## config.mk

```make
export PLATFORM = sky130hd
export DESIGN_NAME = complex_row_sequencer_left
export DESIGN_NICKNAME = d
export VERILOG_FILES = /design/src/rtl/complex_row_sequencer_left.sv
export SDC_FILE = /design/constraint.sdc
export NUM_CORES = 1
export LEC_CHECK = 0
export CAP_MARGIN = 20
export CORE_ASPECT_RATIO = 1.5
export CORE_UTILIZATION = 45
export CTS_CLUSTER_DIAMETER = 40
export CTS_CLUSTER_SIZE = 24
export DETAILED_ROUTE_END_ITERATION = 8
export DONT_BUFFER_PORTS = 1
export GPL_ROUTABILITY_DRIVEN = 0
export SLEW_MARGIN = 20
export SYNTH_ARGS = -nofsm -noshare
export SYNTH_HDL_FRONTEND = slang
export SYNTH_SLANG_ARGS = --single-unit
export TNS_END_PERCENT = 30
```

## constraint.sdc

```tcl
create_clock -name clk -period 4.3 [get_ports clk]
set_clock_uncertainty 0.1 [all_clocks]
set_input_delay 0.86 -clock clk [delete_from_list [all_inputs] [get_ports clk]]
set_output_delay 0.86 -clock clk [all_outputs]
set_load 0.005 [all_outputs]
```

## src/rtl/complex_row_sequencer_left.sv

```systemverilog
// Left-side row-decoder sequencer: takes one row-access command, drives decoder mode/address,
// and times CWL_left as setup -> pulse -> hold before a one-cycle done strobe.
module complex_row_sequencer_left #(
  parameter int Narray    = 2,
  parameter int PW        = 8,
  parameter int SETUP_CYC = 2,
  parameter int HOLD_CYC  = 2
) (
  input  logic              clk,
  input  logic              reset,
  input  logic              cmd_valid,
  output logic              cmd_ready,
  input  logic [1:0]        cmd_op,
  input  logic [Narray-1:0] cmd_row,
  input  logic [PW-1:0]     cmd_pulse_len,
  output logic              busy,
  output logic              done,
  output logic              CWL_left,
  output logic              inference,
  output logic              read_1,
  output logic              read_8,
  output logic [Narray-1:0] adr_full_row
);

  typedef enum logic [2:0] {
    IDLE  = 3'd0,
    SETUP = 3'd1,
    PULSE = 3'd2,
    HOLD  = 3'd3,
    DONE  = 3'd4
  } state_t;

  localparam logic [1:0] OP_ROW   = 2'b00;
  localparam logic [1:0] OP_READ1 = 2'b01;
  localparam logic [1:0] OP_READ8 = 2'b10;
  localparam logic [1:0] OP_INFER = 2'b11;

  // One down-counter times every phase, so it must hold both a full pulse length and the
  // longer of the setup/hold counts.
  localparam int PH_MAX = (SETUP_CYC > HOLD_CYC) ? SETUP_CYC : HOLD_CYC;
  localparam int PH_W   = $clog2(PH_MAX + 1);
  localparam int CW     = (PW > PH_W) ? PW : PH_W;

  localparam logic [CW-1:0] SETUP_LOAD = CW'(SETUP_CYC);
  localparam logic [CW-1:0] HOLD_LOAD  = CW'(HOLD_CYC);
  localparam logic [CW-1:0] CNT_ONE    = CW'(1);

  state_t            state_q, state_d;
  logic [CW-1:0]     cnt_q, cnt_d;
  logic [1:0]        op_q, op_d;
  logic [PW-1:0]     len_q, len_d;
  logic              ready_d, busy_d, done_d, cwl_d, inf_d, r1_d, r8_d;
  logic [Narray-1:0] adr_d;
  logic              last_cycle;

  assign last_cycle = (cnt_q == CNT_ONE);

  always_ff @(posedge clk) begin
    if (reset) begin
      state_q      <= IDLE;
      cnt_q        <= '0;
      op_q         <= '0;
      len_q        <= '0;
      cmd_ready    <= 1'b1;
      busy         <= 1'b0;
      done         <= 1'b0;
      CWL_left     <= 1'b0;
      inference    <= 1'b0;
      read_1       <= 1'b0;
      read_8       <= 1'b0;
      adr_full_row <= '0;
    end else begin
      state_q      <= state_d;
      cnt_q        <= cnt_d;
      op_q         <= op_d;
      len_q        <= len_d;
      cmd_ready    <= ready_d;
      busy         <= busy_d;
      done         <= done_d;
      CWL_left     <= cwl_d;
      inference    <= inf_d;
      read_1       <= r1_d;
      read_8       <= r8_d;
      adr_full_row <= adr_d;
    end
  end

  // Next-state and next-output logic; outputs are registered so they change on state entry.
  always_comb begin
    state_d = state_q;
    cnt_d   = cnt_q;
    op_d    = op_q;
    len_d   = len_q;
    ready_d = cmd_ready;
    busy_d  = busy;
    done_d  = 1'b0;
    cwl_d   = CWL_left;
    inf_d   = inference;
    r1_d    = read_1;
    r8_d    = read_8;
    adr_d   = adr_full_row;

    case (state_q)
      IDLE: begin
        if (cmd_valid && cmd_ready) begin
          state_d = SETUP;
          cnt_d   = SETUP_LOAD;
          op_d    = cmd_op;
          len_d   = cmd_pulse_len;
          ready_d = 1'b0;
          busy_d  = 1'b1;
          r1_d    = (cmd_op == OP_READ1);
          r8_d    = (cmd_op == OP_READ8);
          inf_d   = (cmd_op == OP_INFER);
          adr_d   = cmd_row;
        end
      end
      SETUP: begin
        if (last_cycle) begin
          // Inference never fires the word line, so it skips straight to the hold window.
          if (op_q != OP_INFER) begin
            state_d = PULSE;
            cnt_d   = (len_q == '0) ? CNT_ONE : CW'(len_q);
            cwl_d   = 1'b1;
          end else begin
            state_d = HOLD;
            cnt_d   = HOLD_LOAD;
          end
        end else begin
          cnt_d = cnt_q - CNT_ONE;
        end
      end
      PULSE: begin
        if (last_cycle) begin
          state_d = HOLD;
          cnt_d   = HOLD_LOAD;
          cwl_d   = 1'b0;
        end else begin
          cnt_d = cnt_q - CNT_ONE;
        end
      end
      HOLD: begin
        if (last_cycle) begin
          state_d = DONE;
          cnt_d   = '0;
          done_d  = 1'b1;
          inf_d   = 1'b0;
          r1_d    = 1'b0;
          r8_d    = 1'b0;
          adr_d   = '0;
        end else begin
          cnt_d = cnt_q - CNT_ONE;
        end
      end
      DONE: begin
        state_d = IDLE;
        busy_d  = 1'b0;
        ready_d = 1'b1;
      end
      default: begin
        state_d = IDLE;
        cnt_d   = '0;
        ready_d = 1'b1;
        busy_d  = 1'b0;
        cwl_d   = 1'b0;
        inf_d   = 1'b0;
        r1_d    = 1'b0;
        r8_d    = 1'b0;
        adr_d   = '0;
      end
    endcase
  end

  // Decoder-facing invariants: one mode at most, and the word line only fires inside PULSE.
  a_mode_onehot : assert property (@(posedge clk) disable iff (reset)
    $onehot0({inference, read_8, read_1}));
  a_cwl_in_pulse : assert property (@(posedge clk) disable iff (reset)
    CWL_left |-> (state_q == PULSE));
  a_ready_idle : assert property (@(posedge clk) disable iff (reset)
    cmd_ready == (state_q == IDLE));

endmodule

```

; ---- After elaboration in Yosys (flattened, before gate mapping)
; Cells that the tools add are included.
[word_totals]
regBits = 30
output_inout_bits = 9
wordCells = 76
[classes]
eq_ne = 14
add_sub_neg = 1
muxes = 31
bitwise = 5
n_reduce_logical = 13
[op_table]
columns = op, n
row1 = two-way mux 8 bit, 6
row2 = one-hot mux 8 bit (5 select lines), 1
row3 = two-way mux 3 bit, 4
row4 = inequality test 2 bit (second input constant), 6
row5 = one-hot mux 1 bit (3 select lines), 4
row6 = one-hot mux 3 bit (4 select lines), 1
row7 = two-way mux 1 bit, 10
row8 = OR reduction 3 bit, 3
row9 = == test 8 x 1 -> 1 bit (second input constant), 1
row10 = logical NOT 8 bit, 1
row11 = AND reduction 4 bit, 2
row12 = subtractor 8 x 1 -> 8 bit (second input constant), 1
row13 = == test 3 x 2 -> 1 bit (second input constant), 2
row14 = one-hot mux 2 bit (3 select lines), 1
row15 = AND reduction 2 bit, 3
row16 = NOT 1 bit, 5
row17 = == test 2 bit (second input constant), 2
row18 = two-way mux 2 bit, 2
row19 = one-hot mux 1 bit (2 select lines), 2
row20 = == test 3 x 1 -> 1 bit (second input constant), 1
row21 = == test 3 bit (second input constant), 1
row22 = logical NOT 3 bit, 1
row23 = AND reduction 3 bit, 1
row24 = == test 2 x 1 -> 1 bit (second input constant), 1
row25 = other kinds (2), 2

; ---- Logic depth before layout (Yosys ltp)
[logic_depth]
depth_word = 5
mapped_depth = 8
mapped_depth_nobuf = 7

; ---- Worst setup path before layout
; OpenSTA, ideal clock, no wires.
[synth_path]
path_kind = input to register
start = input cmd_valid
end = register cnt_q[5]
t_required_ns = 4.125
t_arrival_ns = 1.763
setup_slack_ns = 2.362
setup_ns = 0.075
cell_stages = 5
path_cell_list = nand2_1 > nor2_1 > nor3_1 > a22oi_1 > o22ai_1
[synth_via]
elab_chain_cells = 3
[synth_rtl]
columns = element, line_no
row1 = from (decl), 11  ; input logic cmd_valid,
row2 = logical AND 1 bit, 105  ; if (cmd_valid && cmd_ready) begin
row3 = inequality test 2 bit (no source line), --
row4 = AND reduction 2 bit (no source line), --
row5 = to (signal assigned), 74  ; cnt_q <= cnt_d;
row6 = to (decl), 49  ; logic [CW-1:0] cnt_q, cnt_d;
; Every way passes these cells.
; A chain may end at the register's enable or synchronous reset.

; ---- Worst setup path after layout
[layout_path]
start = input cmd_valid
end = register cnt_q[4]
; The elaborated chain is that of the path after synthesis.

==> metrics.txt <==
CTS Buf Count=5; CTS tree=yes; headroom to the max-slew limit=48.4%; arrival time at the worst endpoint=between 2 and 2.5 ns; WHS Endpoint=len_q[0]; Fmax=450 MHz; reg2reg end=cnt_q[5]; Die Area=about 3600 um^2; Worst Hold Class=reg2reg; drt total wl=roughly 3500 um; critical path launch point type=input port; Worst IR Drop VDD=223 uV; nature of the critical path endpoint=flip-flop; Via Count=1289; die width=49.5 um; top-level port count=24; crit path kind=in2reg; Cell Area, Placed=about 1500 um^2; H-tree depth=2; Sink Count=30; Initial Util=47.6%; final net count=200; post-synth top area share=around two fifths; number of synthesized flops with an enable pin=0; Final setup viols=0; via-per-instance ratio=around 5.8; Yosys reg bits=30; number of port buffers=0; layout cell share with drive strength beyond 1=8.20%; Final Critical Period=around 2.2 ns; WL met3=approximately 170 um; Worst Tran Pin Value=roughly 0.77 ns; Root Driver=clkbuf_8; Final HPWL DP=between 2000 and 2500 um; max-slew violation total from the final report=0; global-route usage over all layers=21.9%; number of library cell types mapped by synthesis=42; drt pass-1 iters=4; CORE AREA=roughly 3200 um^2; Syn Nets=between 200 and 250; Clk Latency, worst-skew pair=0.28 ns; reg2reg path depth=4; WL/cell=around 16 um; largest area contributor in the netlist=dfxtp_1; Post-Synthesis Cells=around 190; synth warn=0; fin crit share=51.7%; Avg Cell Area, Syn=8.13 um^2; Netlist Area Pre-Place=approximately 1500 um^2; initial antenna violation count=0; DRT antenna net count=0; hold buffers post-CTS=0; ys async rst share=0%; global-route wire length before repair=about 6000 um; buffer count from post-CTS setup fixing=0; setup TNS=0 ns; Worst R2R Setup Slack=approximately 2.1 ns; number of global-route vias before repair=approximately 1.3k; count leader, synth=dfxtp_1; worst r2r src=state_q[2]; num rows=25; GRT overflow=0; pin count of the biggest net entering global routing=34; RSZ-0062 raised after global routing=false; synthesis-to-finish area growth=5.02%; Hold Vio Cnt, Final=0; met1 wire length=roughly 1500 um; top post-synthesis cells by count=dfxtp_1, nand2_1, a21oi_1, o21ai_0; Power Dens Cells=~480 nW/um^2; status=finished clean; Most used DFF post-synth=dfxtp_1; Starting DRT DRC Count=37; Hold Slack=~0.36 ns; met2 WL post-DR=approximately 1700 um; DR top layer=met4; Final Worst Setup Slack=between 2 and 2.5 ns; sequential area share after synthesis=39.5%; Data required, critical path=around 4.4 ns; Cells on Worst Hold Path=2; Antenna diodes=0; clk buf depth=2; DRC Markers=0; post-CTS sizing=0; hold_sp=len_q[0]; Synth area leaders=dfxtp_1, a21oi_1, nand2_1, o21ai_0, nand3_1; dpl ws=between 1.5 and 2 ns; clock-pin slew on the worst setup and hold paths=around 0.06 ns; Crit Path Max Fanout=13; LEAKAGE=around 0.56 nW; Design Area, Final=1600 um^2; Die Y=roughly 73 um; Max-Cap Viols=0
==> where the power goes <==
part	switching (mW)	leakage, nW	internal, mW
registers	0.0381	0.245	0.309
clock network	0.106	0.0438	0.108
logic	0.119	0.267	0.0873
total	0.263	0.556	0.505
==> layer usage <==
metal  global-route usage (%)  up-vias
li1                         -      656
met1                     26.5      592
met2                     35.5       36
met3                     5.83        5
met4                     11.4        0
met5                        0        -
==> worst max-delay path: stages <==
cell and delay (ns):
nand2_1 0.08, nor2_1 0.61, nor3_1 0.27, a222oi_1 0.40, nor2_1 0.07
==> per-stage QoR <==
step	power (mW)	cells	util [%]
3_3_place_gp	0.551	216	47.6
4_1_cts	0.772	223	50.0
5_1_grt	0.817	223	50.0
6_report	0.768	223	50.0
2_1_floorplan	0.524	187	-
3_5_place_dp	0.559	216	47.6
==> cells by family after synthesis <==
kind of cell             count (synthesis)  share of synthesized area [%]
AO/OA/AOI/OAI                           49                           19.8
XOR/XNOR                                 2                           1.15
adder cells (fa/ha/maj)                  2                           1.65
buffers and inverters                   16                           4.69
flip-flops                              30                           39.5
multiplexers                             5                           3.37
AND/OR/NAND/NOR                         83                           29.9
==> final cells by class <==
class | instances | area (um^2)
inverter | 5 | 18.8
sequential | 30 | 601
tap | 40 | 50.0
multi-input combinational | 141 | 848
fill | 333 | 1590
clock inverter | 2 | 10.0
clock buffer | 5 | 68.8
==> cells in the final DEF (no fill, tap or decap), types with 3 or more instances in the layout <==
cell type and n:
a21oi_1 21, clkbuf_8 5, dfxtp_1 30, inv_1 5, mux2i_1 4, nand2_1 23, nand2b_1 7, nand3_1 12
nor2_1 12, nor3_1 8, o21ai_0 14, or3_1 3
==> sequential cells by signal (all words and copies together) (netlist names) <==
signal	count
CWL_left	1
inference	1
read_1	1
adr_full_row	2
done	1
len_q	8
op_q	2
state_q	3
read_8	1
busy	1
cnt_q	8
cmd_ready	1
==> worst max path at each step <==
stage,endpoint,startpoint
after floorplan,cnt_q[5],cmd_valid
after detailed placement,cnt_q[4],cmd_valid
after global routing,cnt_q[7],state_q[2]
after global placement,cnt_q[4],cmd_valid
final,cnt_q[4],cmd_valid
after CTS,cnt_q[4],cmd_valid
No activity file was read; power rests on OpenSTA's default activity.
